`src/rtl/dmem_io_bridge.sv`:
```
// Data-memory bus bridge: routes CPU accesses to RAM or to a small bank of memory-mapped IO
// registers (filtered accelerometer, frame flag, square position for the VGA controller).
module dmem_io_bridge #(
    parameter logic [7:0]  IO_BASE    = 8'hFF,
    parameter int unsigned SAMPLE_DIV = 50000,
    parameter int unsigned AVG_LOG2   = 3
) (
    input  logic        clock,
    input  logic        reset,
    input  logic        wren,
    input  logic [11:0] address_dmem,
    input  logic [31:0] data,
    output logic [31:0] q_dmem,
    output logic        ram_wEn,
    output logic [11:0] ram_addr,
    output logic [31:0] ram_dataIn,
    input  logic [31:0] ram_dataOut,
    input  logic [8:0]  accel_x_in,
    input  logic [8:0]  accel_y_in,
    input  logic        vSync,
    output logic [9:0]  sq_x,
    output logic [8:0]  sq_y
);
    localparam int unsigned ACC_W = 9 + AVG_LOG2;
    localparam int unsigned DIV_W = (SAMPLE_DIV > 1) ? $clog2(SAMPLE_DIV) : 1;

    typedef enum logic [3:0] {
        REG_ACCEL_X = 4'h0,
        REG_ACCEL_Y = 4'h1,
        REG_STATUS  = 4'h2,
        REG_SQ_X    = 4'h3,
        REG_SQ_Y    = 4'h4
    } reg_offset_t;

    logic              io_sel;
    logic [3:0]        offset;
    logic              io_sel_q;
    logic [31:0]       io_rdata;
    logic [31:0]       io_rdata_q;
    logic              status_rd;
    logic              frame_start;
    logic              vs_q;
    logic              frame;
    logic              valid;
    logic [DIV_W-1:0]  div_cnt;
    logic              sample_tick;
    logic [AVG_LOG2-1:0] win_cnt;
    logic              win_last;
    logic signed [ACC_W-1:0] acc_x, acc_y;
    logic signed [ACC_W-1:0] sum_x, sum_y;
    logic signed [ACC_W-1:0] mean_x, mean_y;
    logic [8:0]        filt_x, filt_y;

    assign io_sel = (address_dmem[11:4] == IO_BASE);
    assign offset = address_dmem[3:0];

    assign ram_addr   = address_dmem;
    assign ram_dataIn = data;
    assign ram_wEn    = wren & ~io_sel;

    assign q_dmem = io_sel_q ? io_rdata_q : ram_dataOut;

    assign status_rd   = io_sel & (offset == REG_STATUS) & ~wren;
    assign frame_start = vs_q & ~vSync;

    assign sample_tick = (div_cnt == DIV_W'(SAMPLE_DIV - 1));
    assign win_last    = &win_cnt;

    // The closing sample of a window is folded into the mean directly, not via the accumulator.
    assign sum_x  = acc_x + {{AVG_LOG2{accel_x_in[8]}}, accel_x_in};
    assign sum_y  = acc_y + {{AVG_LOG2{accel_y_in[8]}}, accel_y_in};
    assign mean_x = sum_x >>> AVG_LOG2;
    assign mean_y = sum_y >>> AVG_LOG2;

    always_comb begin
        io_rdata = '0;
        case (offset)
            REG_ACCEL_X: io_rdata = {{23{filt_x[8]}}, filt_x};
            REG_ACCEL_Y: io_rdata = {{23{filt_y[8]}}, filt_y};
            REG_STATUS:  io_rdata = {30'd0, valid, frame};
            REG_SQ_X:    io_rdata = {22'd0, sq_x};
            REG_SQ_Y:    io_rdata = {23'd0, sq_y};
            default:     io_rdata = '0;
        endcase
    end

    always_ff @(posedge clock) begin
        if (reset) begin
            io_sel_q   <= 1'b0;
            io_rdata_q <= '0;
        end else begin
            io_sel_q   <= io_sel;
            io_rdata_q <= io_rdata;
        end
    end

    // A frame start outranks a simultaneous STATUS read so no frame is ever lost.
    always_ff @(posedge clock) begin
        if (reset) begin
            vs_q  <= 1'b0;
            frame <= 1'b0;
        end else begin
            vs_q <= vSync;
            if (frame_start) begin
                frame <= 1'b1;
            end else if (status_rd) begin
                frame <= 1'b0;
            end
        end
    end

    always_ff @(posedge clock) begin
        if (reset) begin
            sq_x <= 10'd316;
            sq_y <= 9'd236;
        end else if (wren && io_sel) begin
            if (offset == REG_SQ_X) begin
                sq_x <= data[9:0];
            end
            if (offset == REG_SQ_Y) begin
                sq_y <= data[8:0];
            end
        end
    end

    always_ff @(posedge clock) begin
        if (reset) begin
            div_cnt <= '0;
        end else if (sample_tick) begin
            div_cnt <= '0;
        end else begin
            div_cnt <= div_cnt + DIV_W'(1);
        end
    end

    always_ff @(posedge clock) begin
        if (reset) begin
            win_cnt <= '0;
            acc_x   <= '0;
            acc_y   <= '0;
            filt_x  <= '0;
            filt_y  <= '0;
            valid   <= 1'b0;
        end else if (sample_tick) begin
            win_cnt <= win_cnt + AVG_LOG2'(1);
            if (win_last) begin
                filt_x <= mean_x[8:0];
                filt_y <= mean_y[8:0];
                acc_x  <= '0;
                acc_y  <= '0;
                valid  <= 1'b1;
            end else begin
                acc_x <= sum_x;
                acc_y <= sum_y;
            end
        end
    end

endmodule

```
`config.mk`:
```
export PLATFORM = sky130hd
export DESIGN_NAME = dmem_io_bridge
export DESIGN_NICKNAME = d
export VERILOG_FILES = /design/src/rtl/dmem_io_bridge.sv
export SDC_FILE = /design/constraint.sdc
export NUM_CORES = 1
export LEC_CHECK = 0
export CORE_MARGIN = 1.5
export CORE_UTILIZATION = 40
export CTS_CLUSTER_SIZE = 30
export DETAILED_ROUTE_END_ITERATION = 16
export GPL_TIMING_DRIVEN = 0
export PLACE_DENSITY = 0.81
export SYNTH_ARGS = -nofsm -noshare
export SYNTH_HDL_FRONTEND = slang
export SYNTH_SLANG_ARGS = --single-unit
```
`constraint.sdc`:
```
create_clock -name clock -period 2.8 [get_ports clock]
set_input_delay 0.56 -clock clock [delete_from_list [all_inputs] [get_ports clock]]
set_output_delay 0.56 -clock clock [all_outputs]
set_load 0.1 [all_outputs]
```
==> results of run 1 <==
power by group:
group / switching, mW / total [mW] / internal, mW / leakage, nW
Combinational: 0.587 / 0.840 / 0.253 / 2.20
Sequential: 0.00393 / 1.36 / 1.36 / 0.766
Clock: 0.557 / 1.26 / 0.705 / 0.148
Total: 1.15 / 3.46 / 2.32 / 3.12
repair_timing:
action | in CTS | in global routing
gates resized for setup | 71 | 36
buffers inserted | 0 | 0
setup endpoints to repair | 54 | 24
pin swaps | 0 | 0
gates cloned | 0 | 0
synth_stat cells (4+ instances only):
library cell / count / share of area [%]
sky130_fd_sc_hd__a211oi_1: 6 / 0.85
sky130_fd_sc_hd__a21o_1: 9 / 1.3
sky130_fd_sc_hd__a21oi_1: 44 / 4.2
sky130_fd_sc_hd__a222oi_1: 6 / 1.1
sky130_fd_sc_hd__a22o_1: 17 / 2.8
sky130_fd_sc_hd__and2_1: 5 / 0.59
sky130_fd_sc_hd__and3_1: 7 / 0.83
sky130_fd_sc_hd__buf_2: 4 / 0.38
sky130_fd_sc_hd__buf_4: 44 / 6.3
sky130_fd_sc_hd__clkbuf_1: 24 / 1.7
sky130_fd_sc_hd__dfxtp_1: 95 / 36
sky130_fd_sc_hd__ha_1: 25 / 5.9
sky130_fd_sc_hd__inv_1: 25 / 1.8
sky130_fd_sc_hd__mux2_2: 10 / 2.1
sky130_fd_sc_hd__mux2i_1: 7 / 1.3
sky130_fd_sc_hd__nand2_1: 88 / 6.3
sky130_fd_sc_hd__nand3_1: 11 / 1.0
sky130_fd_sc_hd__nand3b_1: 12 / 1.7
sky130_fd_sc_hd__nor2_1: 41 / 2.9
sky130_fd_sc_hd__nor2b_1: 8 / 0.95
sky130_fd_sc_hd__nor3_1: 7 / 0.66
sky130_fd_sc_hd__o21ai_0: 39 / 3.7
sky130_fd_sc_hd__o21bai_1: 5 / 0.71
sky130_fd_sc_hd__xnor2_1: 19 / 3.2
sky130_fd_sc_hd__xor2_1: 15 / 2.5
cell type report:
cell class | instances | area [µm²] | share of cell area [%]
Timing Repair Buffer | 169 | 1615 | 21.75
Tap cell | 172 | 215.2 | 2.898
Clock buffer | 9 | 225.2 | 3.032
Multi-Input combinational cell | 430 | 2855 | 38.44
Inverter | 25 | 93.84 | 1.263
Buffer | 72 | 440.4 | 5.930
Sequential cell | 95 | 1902 | 25.61
Clock inverter | 7 | 80.08 | 1.078
flip-flops by register name (all words and copies together) (netlist names):
name,flops
acc_y,12
filt_y,9
acc_x,12
vs_q,1
filt_x,9
win_cnt,3
valid,1
sq_x,10
frame,1
sq_y,9
io_sel_q,1
io_rdata_q,11
div_cnt,16
stage by stage:
step	power, mW	util, %	area (µm²)	TNS (ns)	worst slack (ns)
final	3.463	58.38	7427	0	0.04139
after global routing	3.561	58.38	7427	0	0.0004627
after CTS	3.477	58.50	7442	-0.1236	-0.1236
after detailed placement	2.259	56.46	7183	-5.986	-0.3528
after global placement	2.251	56.46	7183	-5.163	-0.3441
after floorplan	1.995	-	5276	-0.9376	-0.4688
metal layers:
| layer | share of wire [%] | wire (µm) | GRT usage [%] | vias to the layer above |
|---|---|---|---|---|
| met5 | 0 | 0 | 0 | - |
| met3 | 6.0 | 900 | 4.893 | 22 |
| met2 | 52 | 7770 | 40.31 | 189 |
| li1 | - | - | - | 2488 |
| met4 | 1.6 | 240 | 4.878 | 0 |
| met1 | 41 | 6122 | 24.51 | 2340 |
cell families after synthesis:
group,after synthesis
xor gates and xnor gates,35
muxes,17
buffers and inverters,97
DFF,95
AOI/OAI and AO/OA,143
adders and majority gates,27
and+or+nand+nor,208
worst max path at each step:
stage,from,to,slack [ns],cells after the start
3_5_place_dp,address_dmem[10],ram_wEn,-0.35,5
3_3_place_gp,address_dmem[10],ram_wEn,-0.34,5
4_1_cts,io_sel_q,q_dmem[2],-0.12,3
5_1_grt,io_sel_q,q_dmem[21],0.0005,4
6_report,address_dmem[1],ram_addr[1],0.04,3
2_1_floorplan,io_sel_q,q_dmem[10],-0.47,2
cell usage in the layout (no fill, tap or decap), types with 6 or more instances in the layout:
master / synthesis / final
sky130_fd_sc_hd__nor3_1: 7 / 7
sky130_fd_sc_hd__a22o_1: 17 / 17
sky130_fd_sc_hd__nand3b_1: 12 / 12
sky130_fd_sc_hd__ha_1: 25 / 25
sky130_fd_sc_hd__and3_1: 7 / 7
sky130_fd_sc_hd__nor2b_1: 8 / 8
sky130_fd_sc_hd__xor2_1: 15 / 15
sky130_fd_sc_hd__inv_1: 25 / 25
sky130_fd_sc_hd__buf_4: 44 / 44
sky130_fd_sc_hd__a222oi_1: 6 / 6
sky130_fd_sc_hd__o21ai_1: 1 / 22
sky130_fd_sc_hd__nand3_1: 11 / 11
sky130_fd_sc_hd__o21ai_0: 39 / 18
sky130_fd_sc_hd__a21o_1: 9 / 9
sky130_fd_sc_hd__dlygate4sd2_1: 0 / 24
sky130_fd_sc_hd__a211oi_1: 6 / 6
sky130_fd_sc_hd__nand2_1: 88 / 88
sky130_fd_sc_hd__mux2_2: 10 / 10
sky130_fd_sc_hd__dfxtp_1: 95 / 95
sky130_fd_sc_hd__clkbuf_16: 0 / 9
sky130_fd_sc_hd__clkdlybuf4s15_1: 0 / 10
sky130_fd_sc_hd__xnor2_1: 19 / 19
sky130_fd_sc_hd__clkbuf_1: 24 / 24
sky130_fd_sc_hd__a21oi_1: 44 / 44
sky130_fd_sc_hd__clkdlybuf4s50_1: 0 / 115
sky130_fd_sc_hd__clkbuf_2: 0 / 11
sky130_fd_sc_hd__clkdlybuf4s15_2: 0 / 8
sky130_fd_sc_hd__mux2i_1: 7 / 7
sky130_fd_sc_hd__nor2_1: 41 / 41
worst min-delay path, delay by kind of cell (launching register included):
family	cells	cell delay, ns
flops	1	0.31
simple gates	1	0.05
compound gates	1	0.05
==> impl_results.rst, run 1 <==
.. list-table::
   :header-rows: 1

   * - Metric
     - Value
   * - Slew headroom
     - 31.38%
   * - Number of cells produced by synthesis
     - between 600 and 700
   * - Post-route clock period utilization
     - a little over nine tenths
   * - Final count of negative-setup-slack endpoints
     - 0
   * - Grt total ovfl
     - 0
   * - Horizontal die dimension
     - around 120 µm
   * - Maximum clock path buffer count
     - 2
   * - Ordered cell list for the critical path
     - clkdlybuf4s50_1 -> buf_4 -> clkdlybuf4s15_1
   * - Cts-stage hold buffer count
     - 0
   * - Fraction of the yosys area taken by sequential cells
     - between 30% and 40%
   * - Maximum clock rate
     - roughly 0.36 GHz
   * - Largest family of logic cells by synthesized area
     - simple AND/OR/NAND/NOR gates
   * - Worst hold slack
     - about 0.45 ns
   * - Buffer type at the clock tree root
     - sky130_fd_sc_hd__clkbuf_16
   * - Class of the most critical setup path
     - in -> out
   * - Total Routing Usage GR
     - 21.45%
   * - Number of violations reported at the end of detailed-routing iteration 0
     - between 300 and 400
   * - Synthesized area per cell
     - ~8.5 µm²
   * - Yosys reg bits
     - 95
   * - # DRC
     - 0
   * - Floorplan die area
     - 0.01389 mm²
   * - Delay of the slowest critical-path stage
     - approximately 0.81 ns
   * - Number of distinct library cell variants in the gate-level netlist after synthesis
     - 57
   * - Outcome
     - complete, no violations
   * - Cell family with the largest share of critical-path delay
     - buffers and inverters
   * - Hold wc startpoint
     - filt_y[1]
   * - Yosys synthesis warning count
     - 0
   * - Number of standard cells in the final layout excluding fillers
     - about 980
   * - Core outline area
     - between 0.01 and 0.015 mm²
   * - Vias after detailed routing
     - 5,039
   * - Kind of start point of the critical path
     - input pin
   * - GP Congestion
     - 0.8393
   * - Vias in the first global route
     - between 4k and 5k
   * - H-tree depth reported by CTS
     - 3
   * - Leakage component of the power
     - roughly 3.1 nW
   * - Critical-path maximum fanout
     - 6
   * - Async SR Flop Fraction
     - 0%
   * - Vias/cell
     - 5.147
   * - Register-to-register path setup slack
     - approximately 0.47 ns
   * - Mux share of post-synthesis cell area
     - under 10%
   * - Net count, final
     - 927
   * - Number of primary I/O pins
     - ~190
   * - First-pass GRT wire length
     - 24,270 µm
   * - Capture endpoint of the worst hold path
     - filt_y[1]
   * - Synthesized-area fraction occupied by and/or/nand/nor cells
     - 20.32%
   * - Drt total wl
     - approximately 15,000 µm
   * - Reg2Reg Capture Point
     - acc_x[10]
   * - Final count of pins violating max slew
     - 0
   * - Power density normalized to cell area
     - ~470 mW/mm²
   * - Hold/Removal Path Class
     - reg -> reg
   * - DP HPWL
     - ~12,000 µm
   * - Clock-pin slew of the registers on the worst-case setup and hold paths
     - 0.07 ns
   * - Layout cells sized above 1
     - between 10 and 15%
   * - Buffer and inverter count on the worst path
     - 3
   * - Site row count
     - a little over 40
   * - Reg-to-reg critical path startpoint
     - acc_x[0]
   * - Detailed-route wire length per cell
     - 15.36 µm
   * - Cells on Worst Hold Path
     - 2
   * - Antenna diodes
     - 0
   * - Cell with the largest stage delay on the worst path
     - sky130_fd_sc_hd__clkdlybuf4s15_1
   * - Post-synth design cell area
     - 0.005276 mm²
   * - Net count after synthesis
     - ~750
   * - Post-synthesis compound-gate area fraction
     - between 10% and 20%
   * - Final worst clock skew
     - about 0.011 ns
   * - Area added between synthesis and finish
     - 40.76%
   * - Unrepaired setup endpoints after global routing
     - false
   * - TritonCTS buffer count
     - 9
   * - Largest net degree at the start of global routing
     - 18
   * - Height of the die
     - roughly 120 µm
   * - Number of placed instances, taps included
     - between 900 and 1k
   * - Largest voltage drop on the vdd net
     - 0.3336 mV
   * - Slew @ Worst Pin
     - approximately 1 ns
   * - DRT Pass-1 Iters
     - 5
   * - Capturing element type of the critical path
     - output pin
   * - Maximum capacitance violations
     - 0
   * - Crit path time final
     - 2.759 ns
   * - Number of port buffers
     - between 150 and 200
   * - CTS sink cnt
     - 95
   * - Antenna-violating nets left
     - 0
   * - Number of antenna violations at the first check in global routing
     - 0
   * - Count of flip-flops with a built-in enable after synthesis
     - 0
   * - Initial Util
     - approximately 41%
   * - Clock latency reported for the late side of the worst-skew pair
     - approximately 0.34 ns
   * - Top FF cell, synth
     - sky130_fd_sc_hd__dfxtp_1
   * - TritonCTS clock tree
     - done
   * - Arithmetic-cell share of the synthesized area counting full adders, half adders and majority gates
     - between 6 and 7%
   * - Cell depth of the worst flop-to-flop path
     - 8
   * - Fillers
     - 1,173
   * - Arrival time at the worst endpoint
     - between 2 and 2.5 ns
   * - Required @ worst endpoint
     - about 2.2 ns
   * - XOR/XNOR share of the synthesized area
     - 6.094%
   * - Final hold viol count
     - 0
Note: power is estimated with default switching activity, not from simulation.
==> inputs of run 2 (changes only) <==
--- a/config.mk
+++ b/config.mk
@@ -10,7 +10,7 @@
 export CTS_CLUSTER_SIZE = 30
 export DETAILED_ROUTE_END_ITERATION = 16
 export GPL_TIMING_DRIVEN = 0
-export PLACE_DENSITY = 0.81
+export PLACE_DENSITY_LB_ADDON = 0.1
 export SYNTH_ARGS = -nofsm -noshare
 export SYNTH_HDL_FRONTEND = slang
 export SYNTH_SLANG_ARGS = --single-unit
==> run 2 against run 1 <==
Hold slack gained 0.0010 ns. Die area is the same. Clock power grew 12%. Non-clock buffer count is the same. Wire length grew 4.2%. Design area grew 0.89%. Largest cell class unchanged. Flip-flop and latch count is the same. Via count is essentially flat. Register-to-register slack is essentially flat. Clock-buffer cell count grew 1. Critical endpoint unchanged. Critical path type unchanged. Power grew 4.4%.
==> impl_results.rst, run 2 (same netlist as run 1, synthesis figures left out) <==
.. list-table::
   :header-rows: 1

   * - Metric
     - Value
   * - Outcome
     - complete, no violations (unchanged)
   * - Net count, final
     - 927 (unchanged)
   * - Vias after detailed routing
     - 5,036 (was 5,039)
   * - Total Routing Usage GR
     - 22.24% (was 21.45%)
   * - Initial Util
     - 41.47% (unchanged)
   * - Vias in the first global route
     - 4,796 (was 4,818)
   * - Core outline area
     - 0.01272 mm² (unchanged)
   * - Clock latency reported for the late side of the worst-skew pair
     - 0.34 ns (about the same)
   * - Drt total wl
     - 15,670 µm (was 15,030 µm)
   * - Hold/Removal Path Class
     - reg -> reg (unchanged)
   * - First-pass GRT wire length
     - 24,960 µm (was 24,270 µm)
   * - Ordered cell list for the critical path
     - clkdlybuf4s50_1 -> buf_4 -> dlygate4sd2_1 (was clkdlybuf4s50_1 -> buf_4 -> clkdlybuf4s15_1)
   * - Antenna diodes
     - 0 (unchanged)
   * - Cells on Worst Hold Path
     - 2 (unchanged)
   * - Capturing element type of the critical path
     - output pin (unchanged)
   * - Leading cell types in the layout, fill and taps excluded
     - 115 x sky130_fd_sc_hd__clkdlybuf4s50_1, 95 x sky130_fd_sc_hd__dfxtp_1, 88 x sky130_fd_sc_hd__nand2_1 (unchanged)
   * - Largest Register
     - div_cnt (unchanged)
   * - Largest voltage drop on the vdd net
     - 0.3405 mV (was 0.3336 mV)
   * - Number of antenna violations at the first check in global routing
     - 0 (unchanged)
   * - Number of placed instances, taps included
     - 963 (unchanged)
   * - Critical-path maximum fanout
     - 6 (unchanged)
   * - CTS sink cnt
     - 95 (unchanged)
   * - Final count of negative-setup-slack endpoints
     - 0 (unchanged)
   * - Height of the die
     - 117.9 µm (unchanged)
   * - Final worst clock skew
     - 0.009894 ns (was 0.01131 ns)
   * - Slew headroom
     - 30.72% (was 31.38%)
   * - Reg2Reg Capture Point
     - acc_x[10] (unchanged)
   * - Cts-stage hold buffer count
     - 0 (unchanged)
   * - Class of the most critical setup path
     - in -> out (unchanged)
   * - Number of primary I/O pins
     - 194 (unchanged)
   * - Clock-pin slew of the registers on the worst-case setup and hold paths
     - 0.07 ns (about the same)
   * - Required @ worst endpoint
     - 2.24 ns (about the same)
   * - Unrepaired setup endpoints after global routing
     - false (unchanged)
   * - Crit path time final
     - 2.749 ns (was 2.759 ns)
   * - Capture endpoint of the worst hold path
     - filt_y[4] (was filt_y[1])
   * - Buffer type at the clock tree root
     - sky130_fd_sc_hd__clkbuf_16 (unchanged)
   * - Number of violations reported at the end of detailed-routing iteration 0
     - 275 (was 307)
   * - DRT Pass-1 Iters
     - 7 (was 5)
   * - Slew @ Worst Pin
     - 1.036 ns (was 1.026 ns)
   * - Layout cells sized above 1
     - 11.28% (was 12.64%)
   * - Sum of negative setup slack
     - 0 ns (unchanged)
   * - Power density normalized to cell area
     - 482.5 mW/mm² (was 466.3 mW/mm²)
   * - Delay of the slowest critical-path stage
     - 0.84 ns (was 0.81 ns)
   * - Final count of pins violating max slew
     - 0 (unchanged)
   * - Horizontal die dimension
     - 117.9 µm (unchanged)
   * - Maximum capacitance violations
     - 0 (unchanged)
   * - Antenna-violating nets left
     - 0 (unchanged)
   * - Post-route clock period utilization
     - 98.16% (was 98.52%)
   * - TritonCTS clock tree
     - done (unchanged)
   * - DP HPWL
     - 12,450 µm (was 11,900 µm)
   * - Vias/cell
     - 5.144 (was 5.147)
   * - Arrival time at the worst endpoint
     - 2.19 ns (was 2.20 ns)
   * - Most common cell after layout, fill and taps aside
     - sky130_fd_sc_hd__clkdlybuf4s50_1 (unchanged)
   * - Largest net degree at the start of global routing
     - 17 (was 18)
   * - Grt total ovfl
     - 0 (unchanged)
   * - # DRC
     - 0 (unchanged)
   * - Area added between synthesis and finish
     - 42.02% (was 40.76%)
   * - Maximum clock rate
     - 0.3638 GHz (was 0.3625 GHz)
   * - Register-to-register path setup slack
     - 0.48 ns (was 0.47 ns)
   * - Registers with the highest flip-flop counts
     - div_cnt x16, acc_x x12, acc_y x12 (unchanged)
   * - Floorplan die area
     - 0.01389 mm² (unchanged)
   * - H-tree depth reported by CTS
     - 3 (unchanged)
   * - Leakage component of the power
     - 3.148 nW (was 3.117 nW)
   * - Site row count
     - 41 (unchanged)
   * - GP Congestion
     - 0.8638 (was 0.8393)
   * - Reg-to-reg critical path startpoint
     - acc_x[0] (unchanged)
   * - Number of flip-flops under the largest register name
     - 16 (unchanged)
   * - Number of port buffers
     - 169 (unchanged)
   * - Maximum clock path buffer count
     - 2 (unchanged)
   * - Hold wc startpoint
     - filt_y[4] (was filt_y[1])
   * - Kind of start point of the critical path
     - input pin (unchanged)
   * - Cell with the largest stage delay on the worst path
     - sky130_fd_sc_hd__dlygate4sd2_1 (was sky130_fd_sc_hd__clkdlybuf4s15_1)
   * - TritonCTS buffer count
     - 9 (unchanged)
   * - Number of standard cells in the final layout excluding fillers
     - 979 (unchanged)
   * - Cell depth of the worst flop-to-flop path
     - 8 (unchanged)
   * - Detailed-route wire length per cell
     - 16.01 µm (was 15.36 µm)
   * - Final hold viol count
     - 0 (unchanged)
-- run 2: critical path, delay by kind of cell --
family / cells / cell delay (ns)
buffers and inverters: 3 / 1.62
-- run 2: through the flow --
stage          area, µm²  power [mW]  utilization [%]  hold slack, ns  setup WS (ns)
2_1_floorplan       5276       1.995                -          0.4132        -0.4688
3_3_place_gp        7183       2.251            56.46          0.4314        -0.3517
3_5_place_dp        7183       2.258            56.46          0.4431        -0.3575
4_1_cts             7480       3.629            58.79          0.4523       -0.09846
5_1_grt             7493       3.722            58.90          0.4710       0.003948
6_report            7493       3.616            58.90          0.4524        0.05143
-- run 2: worst max-delay path by stage --
stage	from	to	cells past startpoint
6_report	address_dmem[1]	ram_addr[1]	3
5_1_grt	io_sel_q	q_dmem[22]	4
3_5_place_dp	address_dmem[10]	ram_wEn	5
2_1_floorplan	io_sel_q	q_dmem[10]	2
3_3_place_gp	address_dmem[11]	ram_wEn	5
4_1_cts	io_sel_q	q_dmem[2]	3
-- run 2: cell type report --
type                            instances  area (µm²)
Clock buffer                           10       229.0
Inverter                               25       93.84
Buffer                                 72       440.4
Fill cell                            1221        5229
Timing Repair Buffer                  169        1643
Sequential cell                        95        1902
Multi-Input combinational cell        430        2855
Tap cell                              172       215.2
Clock inverter                          6       115.1
-- run 2: power by group --
| part | total [mW] | switching, mW | internal [mW] |
|---|---|---|---|
| clock network | 1.41 | 0.535 | 0.880 |
| registers | 1.36 | 0.00378 | 1.36 |
| logic | 0.840 | 0.586 | 0.254 |
-- run 2: per-layer routing --
metal | wire [µm] | vias up | GRT usage, %
met2 | 7865 | 168 | 40.24
met5 | 0 | - | 0
met1 | 6576 | 2364 | 26.57
li1 | - | 2484 | -
met4 | 295 | 0 | 6.555
met3 | 934 | 20 | 4.312
-- run 2: repair_timing --
| item | CTS | global route |
|---|---|---|
| setup endpoints to repair | 54 | 6 |
| gates resized for setup | 70 | 7 |
| setup buffers | 0 | 0 |
==> inputs of run 3 (changes only) <==
--- a/config.mk
+++ b/config.mk
@@ -5,7 +5,7 @@
 export SDC_FILE = /design/constraint.sdc
 export NUM_CORES = 1
 export LEC_CHECK = 0
-export CORE_MARGIN = 1.5
+export CORE_MARGIN = 4
 export CORE_UTILIZATION = 40
 export CTS_CLUSTER_SIZE = 30
 export DETAILED_ROUTE_END_ITERATION = 16
==> run 3 against run 2 <==
Non-clock buffer count unchanged. Clock power down 6%. Global-route usage down 2.0 points. Maximum frequency up 0.19%. Via count down 0.48%. Power down 2.6%. Setup slack better by 0.0053 ns. Flip-flop and latch count unchanged. Largest power group is now sequential cells. Core utilization down 0.58 points. Wire length down 0.98%. Clock skew down 0.00093 ns.
==> impl_results.rst, run 3 (same netlist as run 1, synthesis figures left out) <==
.. list-table::
   :header-rows: 1

   * - Metric
     - Value
   * - Vias/cell
     - 5.120 (was 5.144)
   * - Share of the core filled with cells
     - 58.32% (was 58.90%)
   * - Unrepaired setup endpoints after global routing
     - false (unchanged)
   * - Clock-pin slew of the registers on the worst-case setup and hold paths
     - 0.06 ns (was 0.07 ns)
   * - Grt total ovfl
     - 0 (unchanged)
   * - Vias after detailed routing
     - 5,012 (was 5,036)
   * - Crit path time final
     - 2.743 ns (was 2.749 ns)
   * - Initial Util
     - 41.31% (was 41.47%)
   * - Largest voltage drop on the vdd net
     - 0.3049 mV (was 0.3405 mV)
   * - Delay of the slowest critical-path stage
     - 0.84 ns (about the same)
   * - Register-to-register path setup slack
     - 0.50 ns (was 0.48 ns)
   * - Arrival time at the worst endpoint
     - 2.18 ns (was 2.19 ns)
   * - Kind of start point of the critical path
     - input pin (unchanged)
   * - Slew headroom
     - 30.40% (was 30.72%)
   * - Registers with the highest flip-flop counts
     - div_cnt x16, acc_x x12, acc_y x12 (unchanged)
   * - Required @ worst endpoint
     - 2.24 ns (about the same)
   * - Layout cells sized above 1
     - 11.90% (was 11.28%)
   * - Drt total wl
     - 15,520 µm (was 15,670 µm)
   * - Leading cell types in the layout, fill and taps excluded
     - 115 x sky130_fd_sc_hd__clkdlybuf4s50_1, 95 x sky130_fd_sc_hd__dfxtp_1, 88 x sky130_fd_sc_hd__nand2_1 (unchanged)
   * - Cells on Worst Hold Path
     - 1 (was 2)
   * - Net count, final
     - 927 (unchanged)
   * - Number of primary I/O pins
     - 194 (unchanged)
   * - Post-route clock period utilization
     - 97.98% (was 98.16%)
   * - Leakage component of the power
     - 3.140 nW (was 3.148 nW)
   * - First-pass GRT wire length
     - 23,960 µm (was 24,960 µm)
   * - Number of port buffers
     - 169 (unchanged)
   * - # DRC
     - 0 (unchanged)
   * - Antenna diodes
     - 0 (unchanged)
   * - Antenna-violating nets left
     - 0 (unchanged)
   * - Clock latency reported for the late side of the worst-skew pair
     - 0.35 ns (was 0.34 ns)
   * - Critical-path maximum fanout
     - 6 (unchanged)
   * - Ordered cell list for the critical path
     - clkdlybuf4s50_1 -> buf_4 -> dlygate4sd2_1 (unchanged)
   * - Final worst clock skew
     - 0.008963 ns (was 0.009894 ns)
   * - Slew @ Worst Pin
     - 1.041 ns (was 1.036 ns)
   * - Buffer type at the clock tree root
     - sky130_fd_sc_hd__clkbuf_16 (unchanged)
   * - Most common cell after layout, fill and taps aside
     - sky130_fd_sc_hd__clkdlybuf4s50_1 (unchanged)
   * - Vias in the first global route
     - 4,751 (was 4,796)
   * - Number of flip-flops under the largest register name
     - 16 (unchanged)
   * - Number of antenna violations at the first check in global routing
     - 0 (unchanged)
   * - Area added between synthesis and finish
     - 41.19% (was 42.02%)
   * - TritonCTS clock tree
     - done (unchanged)
   * - Post-CTS setup-driven buffer insertion count
     - 0 (unchanged)
   * - Maximum capacitance violations
     - 0 (unchanged)
   * - Final hold viol count
     - 0 (unchanged)
   * - Largest net degree at the start of global routing
     - 16 (was 17)
   * - Number of violations reported at the end of detailed-routing iteration 0
     - 175 (was 275)
   * - Height of the die
     - 122.9 µm (was 117.9 µm)
   * - CP Depth
     - 3 (unchanged)
   * - TritonCTS buffer count
     - 9 (unchanged)
   * - Outcome
     - complete, no violations (unchanged)
   * - DP HPWL
     - 12,490 µm (was 12,450 µm)
   * - Power density normalized to cell area
     - 472.7 mW/mm² (was 482.5 mW/mm²)
   * - Sum of negative setup slack
     - 0 ns (unchanged)
   * - Total Routing Usage GR
     - 20.19% (was 22.24%)
   * - Maximum clock rate
     - 0.3645 GHz (was 0.3638 GHz)
   * - Class of the most critical setup path
     - in -> out (unchanged)
   * - Maximum clock path buffer count
     - 2 (unchanged)
   * - Floorplan die area
     - 0.01509 mm² (was 0.01389 mm²)
   * - Horizontal die dimension
     - 122.9 µm (was 117.9 µm)
   * - Buffer and inverter count on the worst path
     - 3 (unchanged)
   * - CTS sink cnt
     - 95 (unchanged)
   * - H-tree depth reported by CTS
     - 3 (unchanged)
   * - Cell depth of the worst flop-to-flop path
     - 8 (unchanged)
   * - GP Congestion
     - 0.8636 (was 0.8638)
   * - Detailed-route wire length per cell
     - 15.85 µm (was 16.01 µm)
   * - Cell with the largest stage delay on the worst path
     - sky130_fd_sc_hd__dlygate4sd2_1 (unchanged)
   * - Site row count
     - 41 (unchanged)
   * - Hold/Removal Path Class
     - reg -> reg (unchanged)
   * - Largest Register
     - div_cnt (unchanged)
   * - Final count of negative-setup-slack endpoints
     - 0 (unchanged)
   * - Core outline area
     - 0.01277 mm² (was 0.01272 mm²)
   * - DRT Pass-1 Iters
     - 5 (was 7)
   * - Capturing element type of the critical path
     - output pin (unchanged)
   * - Post-layout power
     - 3.521 mW (was 3.616 mW)
   * - Cell family with the largest share of critical-path delay
     - buffers and inverters (unchanged)
   * - Final count of pins violating max slew
     - 0 (unchanged)
==> run 3: worst reg2reg max path: stages, from the launching register on <==
cell                       delay (ns)
sky130_fd_sc_hd__dfxtp_1         0.32
sky130_fd_sc_hd__ha_1            0.22
sky130_fd_sc_hd__fa_1            0.44
sky130_fd_sc_hd__a21o_1          0.20
sky130_fd_sc_hd__a21boi_0        0.27
sky130_fd_sc_hd__o21ai_1         0.19
sky130_fd_sc_hd__a31oi_2         0.28
sky130_fd_sc_hd__xor2_1          0.17
sky130_fd_sc_hd__o21ai_0         0.08
==> run 3: cell type report <==
cell class / instances / area (µm²)
multi-input cells: 430 / 2846
inverters: 25 / 93.84
flip-flops and latches: 95 / 1902
plain buffers: 72 / 440.4
fillers: 1160 / 5324
clock buffers: 10 / 239.0
repair buffers: 169 / 1629
well taps: 172 / 215.2
clock inverters: 6 / 83.83
==> run 3: power by group <==
group / switching [mW] / total, mW / internal [mW]
Combinational: 0.582 / 0.834 / 0.253
Sequential: 0.00371 / 1.36 / 1.36
Clock: 0.521 / 1.32 / 0.804
==> run 3: worst paths after layout <==
path	to	start
min	div_cnt[0]	div_cnt[0]
max	ram_addr[1]	address_dmem[1]
min reg2reg	div_cnt[0]	div_cnt[0]
max reg2reg	acc_x[10]	acc_x[0]
==> run 3: through the flow <==
stage / instance area (µm²) / worst slack (ns) / cells / hold WS, ns
2_1_floorplan: 5276 / -0.4688 / 622 / 0.4132
3_3_place_gp: 7183 / -0.3552 / 963 / 0.4307
3_5_place_dp: 7183 / -0.3680 / 963 / 0.4305
4_1_cts: 7458 / -0.09619 / 979 / 0.4394
5_1_grt: 7450 / 0.003696 / 979 / 0.4588
6_report: 7450 / 0.05669 / 979 / 0.4358
==> run 3: timing repair <==
| action | 4_1_cts | 5_1_grt |
|---|---|---|
| hold buffers | 0 | 0 |
| resized for setup | 70 | 15 |
| gates cloned | 0 | 0 |
| setup endpoints to repair | 54 | 10 |
| hold endpoints to repair | 0 | 0 |
| pin swaps | 0 | 0 |
==> run 3: metal layers <==
layer / up-vias / wire (µm) / track usage (%)
met1: 2339 / 6493 / 24.35
met5: - / 0 / 0
met4: 0 / 233 / 6.508
met2: 168 / 7675 / 35.70
li1: 2486 / - / -
met3: 19 / 1115 / 4.286
